==> src/rtl/uart_rx_tx_filter_pkg.sv <==
// uart_rx_tx_filter_pkg: mode codes, ASCII constants, FSM states and the case transform
package uart_rx_tx_filter_pkg;
    localparam logic [1:0] MODE_PASS  = 2'b00;
    localparam logic [1:0] MODE_UPPER = 2'b01;
    localparam logic [1:0] MODE_LOWER = 2'b10;
    localparam logic [1:0] MODE_SWAP  = 2'b11;
    localparam logic [7:0] ASCII_CR   = 8'h0D;
    localparam logic [7:0] ASCII_LF   = 8'h0A;
    localparam logic [7:0] ASCII_LC_A = 8'h61;
    localparam logic [7:0] ASCII_LC_Z = 8'h7A;
    localparam logic [7:0] ASCII_UC_A = 8'h41;
    localparam logic [7:0] ASCII_UC_Z = 8'h5A;

    typedef enum logic [1:0] {IDLE, ISSUE, WAIT_BUSY, WAIT_IDLE} state_e;

    function automatic logic [7:0] transform(input logic [7:0] b, input logic [1:0] m);
        logic lc;
        logic uc;
        logic flip;
        lc = b >= ASCII_LC_A && b <= ASCII_LC_Z;
        uc = b >= ASCII_UC_A && b <= ASCII_UC_Z;
        flip = m == MODE_PASS ? 1'b0 : m == MODE_UPPER ? lc : m == MODE_LOWER ? uc : lc | uc;
        return {b[7:6], b[5] ^ flip, b[4:0]};
    endfunction
endpackage

==> src/rtl/uart_rx_tx_filter_fifo.sv <==
// uart_rx_tx_filter_fifo: byte FIFO with first-word-fall-through head and registered level
module uart_rx_tx_filter_fifo #(
    parameter int DEPTH = 16
) (
    input  logic                   clk,
    input  logic                   rst_n,
    input  logic                   push,
    input  logic                   pop,
    input  logic [7:0]             din,
    output logic [7:0]             head,
    output logic                   full,
    output logic                   empty,
    output logic [$clog2(DEPTH):0] level
);
    localparam int AW = $clog2(DEPTH);

    logic [7:0]    mem [DEPTH];
    logic [AW-1:0] wr_ptr;
    logic [AW-1:0] rd_ptr;
    logic          wr;
    logic          rd;

    assign full  = level == (AW+1)'(DEPTH);
    assign empty = level == '0;
    assign wr    = push & ~full;
    assign rd    = pop & ~empty;
    assign head  = mem[rd_ptr];

    always_ff @(posedge clk) begin
        if (wr) mem[wr_ptr] <= din;
    end

    always_ff @(posedge clk or negedge rst_n) begin
        if (!rst_n) begin
            wr_ptr <= '0;
            rd_ptr <= '0;
            level  <= '0;
        end else begin
            wr_ptr <= wr_ptr + AW'(wr);
            rd_ptr <= rd_ptr + AW'(rd);
            level  <= level + (AW+1)'(wr) - (AW+1)'(rd);
        end
    end
endmodule

==> src/rtl/uart_rx_tx_filter.sv <==
// uart_rx_tx_filter: buffered case-transforming filter from uart receiver to transmitter
module uart_rx_tx_filter
    import uart_rx_tx_filter_pkg::*;
#(
    parameter int FIFO_DEPTH   = 16,
    parameter int CRLF_EXPAND  = 1,
    parameter int CNT_W        = 16,
    parameter int BUSY_TIMEOUT = 15
) (
    input  logic                        clk,
    input  logic                        rst_n,
    input  logic                        rx_valid,
    input  logic [7:0]                  rx_byte,
    input  logic                        rx_error,
    input  logic [1:0]                  mode,
    input  logic                        tx_busy,
    output logic                        tx_start,
    output logic [7:0]                  tx_byte,
    output logic [$clog2(FIFO_DEPTH):0] fifo_level,
    output logic [CNT_W-1:0]            overflow_cnt,
    output logic [CNT_W-1:0]            tx_cnt
);
    localparam int TW = $clog2(BUSY_TIMEOUT + 1);

    state_e        state;
    state_e        next_state;
    logic [TW-1:0] timer;
    logic          lf_pending;
    logic          full;
    logic          empty;
    logic          push;
    logic          pop;
    logic          drop;
    logic [7:0]    head;
    logic [7:0]    head_xf;

    assign push     = rx_valid & ~rx_error & ~full;
    assign drop     = rx_valid & ~rx_error & full;
    assign head_xf  = transform(head, mode);
    assign tx_start = state == ISSUE;

    uart_rx_tx_filter_fifo #(.DEPTH(FIFO_DEPTH)) u_fifo (
        .clk   (clk),
        .rst_n (rst_n),
        .push  (push),
        .pop   (pop),
        .din   (rx_byte),
        .head  (head),
        .full  (full),
        .empty (empty),
        .level (fifo_level)
    );

    always_comb begin
        next_state = state;
        pop = 1'b0;
        case (state)
            IDLE: begin
                pop = !lf_pending && !empty && !tx_busy;
                next_state = (lf_pending || pop) ? ISSUE : IDLE;
            end
            ISSUE:     next_state = WAIT_BUSY;
            WAIT_BUSY: next_state = tx_busy ? WAIT_IDLE : timer == TW'(BUSY_TIMEOUT - 1) ? IDLE : WAIT_BUSY;
            WAIT_IDLE: next_state = tx_busy ? WAIT_IDLE : IDLE;
            default:   next_state = IDLE;
        endcase
    end

    // A pending LF takes priority over the FIFO so it directly follows its CR
    always_ff @(posedge clk or negedge rst_n) begin
        if (!rst_n) begin
            state        <= IDLE;
            timer        <= '0;
            lf_pending   <= 1'b0;
            tx_byte      <= '0;
            tx_cnt       <= '0;
            overflow_cnt <= '0;
        end else begin
            state  <= next_state;
            timer  <= state == WAIT_BUSY ? timer + 1'b1 : '0;
            tx_cnt <= tx_cnt + CNT_W'(tx_start);
            if (drop && !(&overflow_cnt)) overflow_cnt <= overflow_cnt + 1'b1;
            if (state == IDLE && lf_pending) begin
                tx_byte    <= ASCII_LF;
                lf_pending <= 1'b0;
            end else if (pop) begin
                tx_byte    <= head_xf;
                lf_pending <= CRLF_EXPAND != 0 && head_xf == ASCII_CR;
            end
        end
    end
endmodule

==> config.mk <==
export PLATFORM = sky130hd
export DESIGN_NAME = uart_rx_tx_filter
export DESIGN_NICKNAME = d
export VERILOG_FILES = /design/src/rtl/uart_rx_tx_filter_pkg.sv /design/src/rtl/uart_rx_tx_filter_fifo.sv /design/src/rtl/uart_rx_tx_filter.sv
export SDC_FILE = /design/constraint.sdc
export NUM_CORES = 1
export LEC_CHECK = 0
export CORE_ASPECT_RATIO = 1.2
export CORE_MARGIN = 1
export CORE_UTILIZATION = 57
export DETAILED_ROUTE_END_ITERATION = 16
export DONT_BUFFER_PORTS = 1
export PLACE_DENSITY = 0.83
export RECOVER_POWER = 25
export SLEW_MARGIN = 20
export SYNTH_ARGS = -nofsm -noshare
export SYNTH_HDL_FRONTEND = slang
export SYNTH_HIERARCHICAL = 1
export SYNTH_SLANG_ARGS = --single-unit
==> constraint.sdc <==
create_clock -name clk -period 2.8 [get_ports clk]
set_clock_uncertainty 0.05 [all_clocks]
set_input_delay 0.28 -clock clk [delete_from_list [all_inputs] [get_ports clk]]
set_output_delay 0.28 -clock clk [all_outputs]
set_load 0.02 [all_outputs]
After elaboration in Yosys (flattened, before gate mapping)

Memories as Yosys holds them, arrays and structs flattened.
Cells that the tools add are included.

Muxes and demuxes: 16
Shift operators: 0
Equality and inequality tests: 8
Divide/modulo/power cells: 0
Bitwise gates (word level): 10
Reductions and logical operators: 16
Order comparisons: 4
Multipliers: 0
$add $sub $neg: 7

Operators by type and width:

| operator                | number |
|---|---|
| $add A16 B1 Y16         | 1 |
| $add A16 B1 Y16 const B | 1 |
| $ge A8 B7 Y1 const B    | 2 |
| $le A8 B7 Y1 const B    | 2 |
| $mux W8                 | 2 |
| $reduce_and A16 Y1      | 1 |
| $mux W1                 | 9 |
| $add A4 B1 Y4           | 2 |
| $eq A8 B4 Y1 const B    | 1 |
| $pmux W2 S4             | 1 |
| $eq A2 B2 Y1 const B    | 3 |
| $logic_and A1 B1 Y1     | 6 |
| $mux W2                 | 3 |
| $add A5 B1 Y5           | 1 |
| $and A1 B1 Y1           | 5 |
| $eq A5 B5 Y1 const B    | 1 |
| $logic_not A5 Y1        | 1 |
| $sub A5 B1 Y5           | 1 |
| $add A4 B1 Y4 const B   | 1 |
| $eq A2 B1 Y1 const B    | 2 |
| $eq A4 B4 Y1 const B    | 1 |
| $logic_not A1 Y1        | 4 |
| $logic_not A2 Y1        | 2 |
| $mux W4                 | 1 |
| 5 further kinds         | 7 |

Latch bits: 0
Memory bits (read-only): 0
Bits of input ports: 15
Output and inout bits: 46
Memory bits (writable): 128
Logic and storage cells: 71
Memories: 1
Bits in registers: 60

Memory list:

| name       | depth | width | read ports | clocked after memory_dff | wr ports | line                         | RTL |
|---|---|---|---|---|---|---|---|
| u_fifo.mem | 16    | 8     | 1          | 0                        | 1        | uart_rx_tx_filter_fifo.sv:17 | `logic [7:0] mem [DEPTH];` |

Depth between registers and ports, before layout

An unclocked memory read counts as a cell.

Word-level depth: 11
Mapped depth: 15
Gate-level depth less buffers: 14

Hierarchy

The synthesis kept the hierarchy.

By module, submodules not included:

| module                 | cells each | area an instance (µm²) | seq. area each (µm²) | times used |
|---|---|---|---|---|
| uart_rx_tx_filter_fifo | 275        | 5654.2                 | 4169.0               | 1 |
| uart_rx_tx_filter      | 200        | 2173.3                 | 1176.1               | 1 |

Worst setup path before layout

OpenSTA, ideal clock, no wires.

Path type: register -> register
Start: register u_fifo.level[2]
End: register u_fifo.level[4]
Arrival time: 2.988 ns
Setup time: 0.080 ns
Path buffers: 1
Period minus slack after synthesis: 3.118 ns
Required time: 2.670 ns
Path slack: -0.318 ns
Cell stages (with the launch flop): 16
Cell sequence: dfrtp_1 > inv_1 > ha_1 > nor4b_1 > nor4_4 > buf_2 > nor2b_1 > ha_1 > inv_1 > ha_1 > inv_1 > fa_1 > inv_1 > a21oi_1 > o21bai_1 > xnor2_1

Cells in the longest elaborated chain, start to end: 7
Elaborated cells on any way between the ends: 13
Classes of those cells: add/sub: 2; eq/ne: 1; mux: 1; bitwise: 5; reduce/logical: 4

Ends and longest elaborated chain:

| item                              | line                         | RTL |
|---|---|---|
| start: declaration                | uart_rx_tx_filter_fifo.sv:13 | `output logic [$clog2(DEPTH):0] level` |
| start signal: assignment          | uart_rx_tx_filter_fifo.sv:41 | `level <= level + (AW+1)'(wr) - (AW+1)'(rd);` |
| $logic_not A5 Y1                  | uart_rx_tx_filter_fifo.sv:24 | `assign empty = level == '0;` |
| via empty                         | uart_rx_tx_filter.sv:30      | `logic empty;` |
| $logic_not A1 Y1                  | uart_rx_tx_filter.sv:59      | `pop = !lf_pending && !empty && !tx_busy;` |
| $logic_and A1 B1 Y1 (2 in series) | uart_rx_tx_filter.sv:59      |  |
| $mux W1                           | uart_rx_tx_filter.sv:57      | `case (state)` |
| via pop                           | uart_rx_tx_filter.sv:32      | `logic pop;` |
| $and A1 B1 Y1                     | uart_rx_tx_filter_fifo.sv:26 | `assign rd = pop & ~empty;` |
| $sub A5 B1 Y5                     | uart_rx_tx_filter_fifo.sv:41 |  |

The timed path passes the listed nets, and every way through them passes these cells.
A chain may end at the register's enable or synchronous reset.

Worst setup path after layout

Start: register u_fifo.rd_ptr[0]
End: register tx_byte[5]

Cells in the longest elaborated chain, start to end: 10
Elaborated cells on any way between the ends: 14
Classes of those cells: order compare: 4; mux: 5; bitwise: 2; reduce/logical: 2; memory: 1

Ends and longest elaborated chain:

| item                                          | line                                                     | RTL |
|---|---|---|
| start: declaration                            | uart_rx_tx_filter_fifo.sv:19                             | `logic [AW-1:0] rd_ptr;` |
| start signal: assignment                      | uart_rx_tx_filter_fifo.sv:40                             | `rd_ptr <= rd_ptr + AW'(rd);` |
| $mem_v2 Z16 W8 (*)                            | -                                                        |  |
| via head[0]                                   | uart_rx_tx_filter.sv:34                                  | `logic [7:0] head;` |
| $ge A8 B7 Y1, or another cell as far along    | uart_rx_tx_filter_pkg.sv:20                              | `lc = b >= ASCII_LC_A && b <= ASCII_LC_Z;` |
| $logic_and A1 B1 Y1, on equally long branches | uart_rx_tx_filter_pkg.sv:20, uart_rx_tx_filter_pkg.sv:21 |  |
| $or A1 B1 Y1                                  | uart_rx_tx_filter_pkg.sv:22                              | `flip = m == MODE_PASS ? 1'b0 : m == MODE_UPPER ? lc : m == MODE_LOWER ? uc : lc \| uc;` |
| $mux W1                                       | uart_rx_tx_filter_pkg.sv:22                              |  |
| $mux W1 (*) (2 in series)                     | uart_rx_tx_filter_pkg.sv:22                              |  |
| $xor A1 B1 Y1 (*)                             | uart_rx_tx_filter_pkg.sv:23                              | `return {b[7:6], b[5] ^ flip, b[4:0]};` |
| $mux W8 (*)                                   | uart_rx_tx_filter.sv:86                                  | `end else if (pop) begin` |
| $mux W8 (*)                                   | uart_rx_tx_filter.sv:83                                  | `if (state == IDLE && lf_pending) begin` |
| end signal: assignment                        | uart_rx_tx_filter.sv:75                                  | `tx_byte <= '0;` |
| end signal: assignment                        | uart_rx_tx_filter.sv:84                                  | `tx_byte <= ASCII_LF;` |
| end signal: assignment                        | uart_rx_tx_filter.sv:87                                  | `tx_byte <= head_xf;` |
| end: declaration                              | uart_rx_tx_filter.sv:18                                  | `output logic [7:0] tx_byte,` |

Mark *: on every way through the listed nets, which the timed path passes. The rest lies on a longest branch. The select of a mux whose other input is x is not followed.

==> run summary <==
### Worst setup path
* flip-flop — startpoint type of the worst setup path
* 3.08 ns — worst path required time
* reg -> reg — type of the setup path with the least slack
* compound AO/OA/AOI/OAI gates — Top delay family on crit path
* sky130_fd_sc_hd__or4b_1 — Max stage delay cell, worst path
* flip-flop — Worst setup EP type
* buf_12 -> buf_4 -> mux4_2 -> a22oi_1 -> nand2_1 -> a21oi_2 -> o2111ai_1 -> or4b_1 -> o211ai_1 — CP Cell Sequence
* 2 — buffering stage count on the worst path with inverters included
* 13 — largest fanout of any net on the critical path
* 0.51 ns — largest stage delay on the critical path
* 3.09 ns — arrival time at the worst endpoint

### Outcome
* negative setup slack — failing checks
* finished with violations — result of the run

### Timing
* 1.46 ns — measured slew at the worst slew-check pin
* 0 — Final Hold Viols
* 0 — count of final max-slew check failures
* 0.356 GHz — fmax
* true — RSZ-0062 raised after global routing
* -0.00889 ns — Total Negative Setup Slacks
* -0.00889 ns — fin worst setup slack
* 2.63% — Slew headroom
* 1 — final count of negative-setup-slack endpoints
* 100% — final worst path period share
* 0.187 ns — hold_ws
* 2.81 ns — clock period minus worst slack

### Drt
* 0 — post-detailed-route DRC marker count
* 16,800 µm — wirelength, routed
* 6.36 — routed via count divided by cell count
* 406 — Starting DRT DRC Count
* 0 — residual antenna-violating net count after detailed routing
* 5 — drt first pass iters
* 23.5 µm — mean routed wirelength per cell
* 4,557 — detailed-route via count

### Placed design
* 10,900 µm — HPWL after detailed placement
* 8270 µm² — total cell area at the placement stage
* 0.845 — final estimated routing congestion in global placement
* 0 — input/output buffers
* -0.0590 ns — setup slack at placement
* 665 — placed cells

### Logic synthesis
* multiplexers — main combinational cell family by area after synthesis
* 6 — Ys Warns
* 50 — number of distinct library cell variants in the gate-level netlist after synthesis
* 2.65% — share of synthesized cell area in full adder, half adder and majority cells
* 49.1% — proportion of netlist area held by the largest area contributor
* 506 — synthesized netlist net count
* 475 — cells after synthesis
* 7830 µm² — Netlist Area Pre-Place
* 4.14% — synthesized-area fraction occupied by xor and xnor cells
* 68.3% — portion of the post-synthesis area used by sequential elements
* 16.5 µm² — Syn Area/Cell
* sky130_fd_sc_hd__edfxtp_1 — Synth area leader
* sky130_fd_sc_hd__edfxtp_1 (49%), sky130_fd_sc_hd__dfrtp_1 (19%), sky130_fd_sc_hd__mux4_1 (6.0%), sky130_fd_sc_hd__mux4_2 (4.0%), sky130_fd_sc_hd__xor2_1 (2.7%) — top cells by area, synth
* sky130_fd_sc_hd__edfxtp_1 — most numerous cell in the Yosys netlist
* 7.99% — simple-gate share of the synthesized area
* 31.9% — proportion of synthesized flip-flops having asynchronous set or reset
* 128 — number of synthesized flops with an enable pin
* sky130_fd_sc_hd__edfxtp_1 — flip-flop cell with the highest count after synthesis
* sky130_fd_sc_hd__edfxtp_1 (128), sky130_fd_sc_hd__dfrtp_1 (60), sky130_fd_sc_hd__nand2_1 (35) — top cell types by occurrence after synthesis
* 3.88% — synthesized-area fraction occupied by ao, oa, aoi and oai cells
* 11.0% — mux contribution to synthesized area
* 188 — #FFs+latches synth

### Clocking
* done — CTS tree
* 0.43 ns — clock network latency to the later pin of the worst-skew pair
* 188 — TritonCTS Sinks
* 4 — maximum level of the CTS H-tree
* 0.07 ns — clock-pin slew reported for the worst setup and hold paths after clock tree synthesis
* 2 — largest buffer count on any clock path
* sky130_fd_sc_hd__clkbuf_16 — clock root buffer
* 17 — cts bufs inserted

### Cells and area
* 717 — final standard cell count with taps included and fillers excluded
* 800 — Filler Cells Inserted
* 20.9% — share of cells above drive strength 1
* 9100 µm² — post-route design area
* 0 — number of diodes
* 68.4% — final core utilization
* 16.2% — relative area change from synthesis to final layout
* 567 — number of nets at the end of the flow

### Pwr
* 973 nW/µm² — power density of the placed cells
* 2.89 mW — net switching power
* 27.8% — part of the power in the clock network
* 42.7% — Reg power frac
* 0.657 mV — worst IR drop on VDD
* 8.85 mW — power consumption
* 32.7% — fraction of power spent switching nets
* 3.52 nW — leakage power total
* 29.4% — share of power burned in combinational logic
* 5.96 mW — internal power consumption

### Floorplan
* 61 — I/O pins
* 58.9% — starting density of the core
* 13,300 µm² — core box area
* 14,200 µm² — overall die area
* 130 µm — Die Ht
* 109 µm — DIE WIDTH
* 46 — Row Count

### GRT
* 61 — maximum number of pins on one net before global-route repair
* 4,694 — vias in the first global route
* 25.0% — total routing resource utilization after global routing
* 0 — number of antenna violations at the first check in global routing
* 0 — overflow left after global routing
* 25,200 µm — global-route wire length before repair

### Flow run
* 0 — number of max-cap violations

### Hold path
* in -> reg — class of the most critical hold timing path

-- routing by layer --
metal	vias to the layer above	track usage [%]	share of wire (%)
met5	-	0	0
met4	0	12.9	3.9
met3	47	7.04	7.4
met2	231	43.7	53
met1	2322	27.8	36
li1	1957	-	-
-- sequential cells by signal, summed over array words and instances, names as in the netlist, 2 cells and up --
register / flops
overflow_cnt: 16
state: 2
timer: 4
tx_byte: 8
tx_cnt: 16
u_fifo/level: 5
u_fifo/mem: 128
u_fifo/rd_ptr: 4
u_fifo/wr_ptr: 4
-- cell usage in the layout (no fill, tap or decap), types with 6 or more instances in the layout --
master / netlist / routed
sky130_fd_sc_hd__nor2_1: 28 / 28
sky130_fd_sc_hd__inv_6: 0 / 6
sky130_fd_sc_hd__ha_1: 15 / 13
sky130_fd_sc_hd__mux4_2: 14 / 14
sky130_fd_sc_hd__edfxtp_1: 128 / 128
sky130_fd_sc_hd__dfrtp_1: 60 / 57
sky130_fd_sc_hd__dlygate4sd3_1: 0 / 10
sky130_fd_sc_hd__clkbuf_16: 0 / 17
sky130_fd_sc_hd__a22oi_1: 16 / 14
sky130_fd_sc_hd__xor2_1: 24 / 24
sky130_fd_sc_hd__nand4_1: 6 / 6
sky130_fd_sc_hd__nand3_1: 13 / 13
sky130_fd_sc_hd__buf_4: 1 / 43
sky130_fd_sc_hd__xnor2_1: 13 / 13
sky130_fd_sc_hd__nand2_1: 35 / 33
sky130_fd_sc_hd__a21oi_1: 7 / 6
sky130_fd_sc_hd__mux4_1: 18 / 18
sky130_fd_sc_hd__inv_1: 14 / 11
sky130_fd_sc_hd__nor3_1: 10 / 10
-- power by group through the flow --
stage	combinational (mW)	sequential [mW]	clock [mW]
2_1_floorplan	1.65	3.75	0
3_3_place_gp	2.17	3.80	0
3_5_place_dp	2.27	3.83	0
4_1_cts	2.49	3.78	2.49
5_1_grt	2.79	3.82	2.61
6_report	2.60	3.78	2.46
-- worst reg2reg max path, cell delays in order, from the launching register on --
cell and delay, ns:
sky130_fd_sc_hd__dfrtp_2 0.40, sky130_fd_sc_hd__buf_12 0.17, sky130_fd_sc_hd__buf_4 0.15, sky130_fd_sc_hd__mux4_2 0.49
sky130_fd_sc_hd__a22oi_1 0.27, sky130_fd_sc_hd__nand2_1 0.22, sky130_fd_sc_hd__a21oi_2 0.19, sky130_fd_sc_hd__o2111ai_1 0.15
sky130_fd_sc_hd__or4b_1 0.51, sky130_fd_sc_hd__o211ai_1 0.13
-- kinds of logic (layout without fill, tap and decap cells) --
family                     Yosys count  after routing
and+or+nand+nor                    122            122
adders and majority gates           16             16
DFF                                188            188
buffers and inverters               29            103
AOI/OAI and AO/OA                   44             44
muxes                               39             39
xor gates and xnor gates            37             37
-- cell type report --
cell class                      instances  area [µm²]  share of cell area, %
Multi-Input combinational cell        258        2380                   26.1
Tap cell                              168         210                   2.31
Timing Repair Buffer                   57         495                   5.45
Clock inverter                         14         183                   2.01
Inverter                               14        52.6                  0.578
Clock buffer                           18         429                   4.72
Sequential cell                       188        5350                   58.8
-- worst paths after layout --
check,from,to,slack [ns],cells past startpoint
max in group asynchronous,rst_n,u_fifo/level[3]$_DFF_PN0_,1.03,2
setup reg to reg,u_fifo/rd_ptr[0]$_DFF_PN0_,tx_byte[5]$_DFFE_PN0P_,-0.009,9
hold reg to reg,timer[0]$_DFF_PN0_,timer[0]$_DFF_PN0_,0.44,1
hold / removal,rx_valid,overflow_cnt[4]$_DFFE_PN0P_,0.19,3
setup / recovery,u_fifo/rd_ptr[0]$_DFF_PN0_,tx_byte[5]$_DFFE_PN0P_,-0.009,9
min in group asynchronous,rst_n,tx_cnt[4]$_DFF_PN0_,0.71,2
-- repair_timing --
item | CTS | global route
endpoints found under the setup margin | 1 | 6
endpoints found under the hold margin | 190 | 0
buffers inserted | 2 | 6
resized for setup | 3 | 6
pin swaps | 1 | 3
hold buffers | 11 | 0
cloned | 1 | 0
No activity file was read; power rests on OpenSTA's default activity.
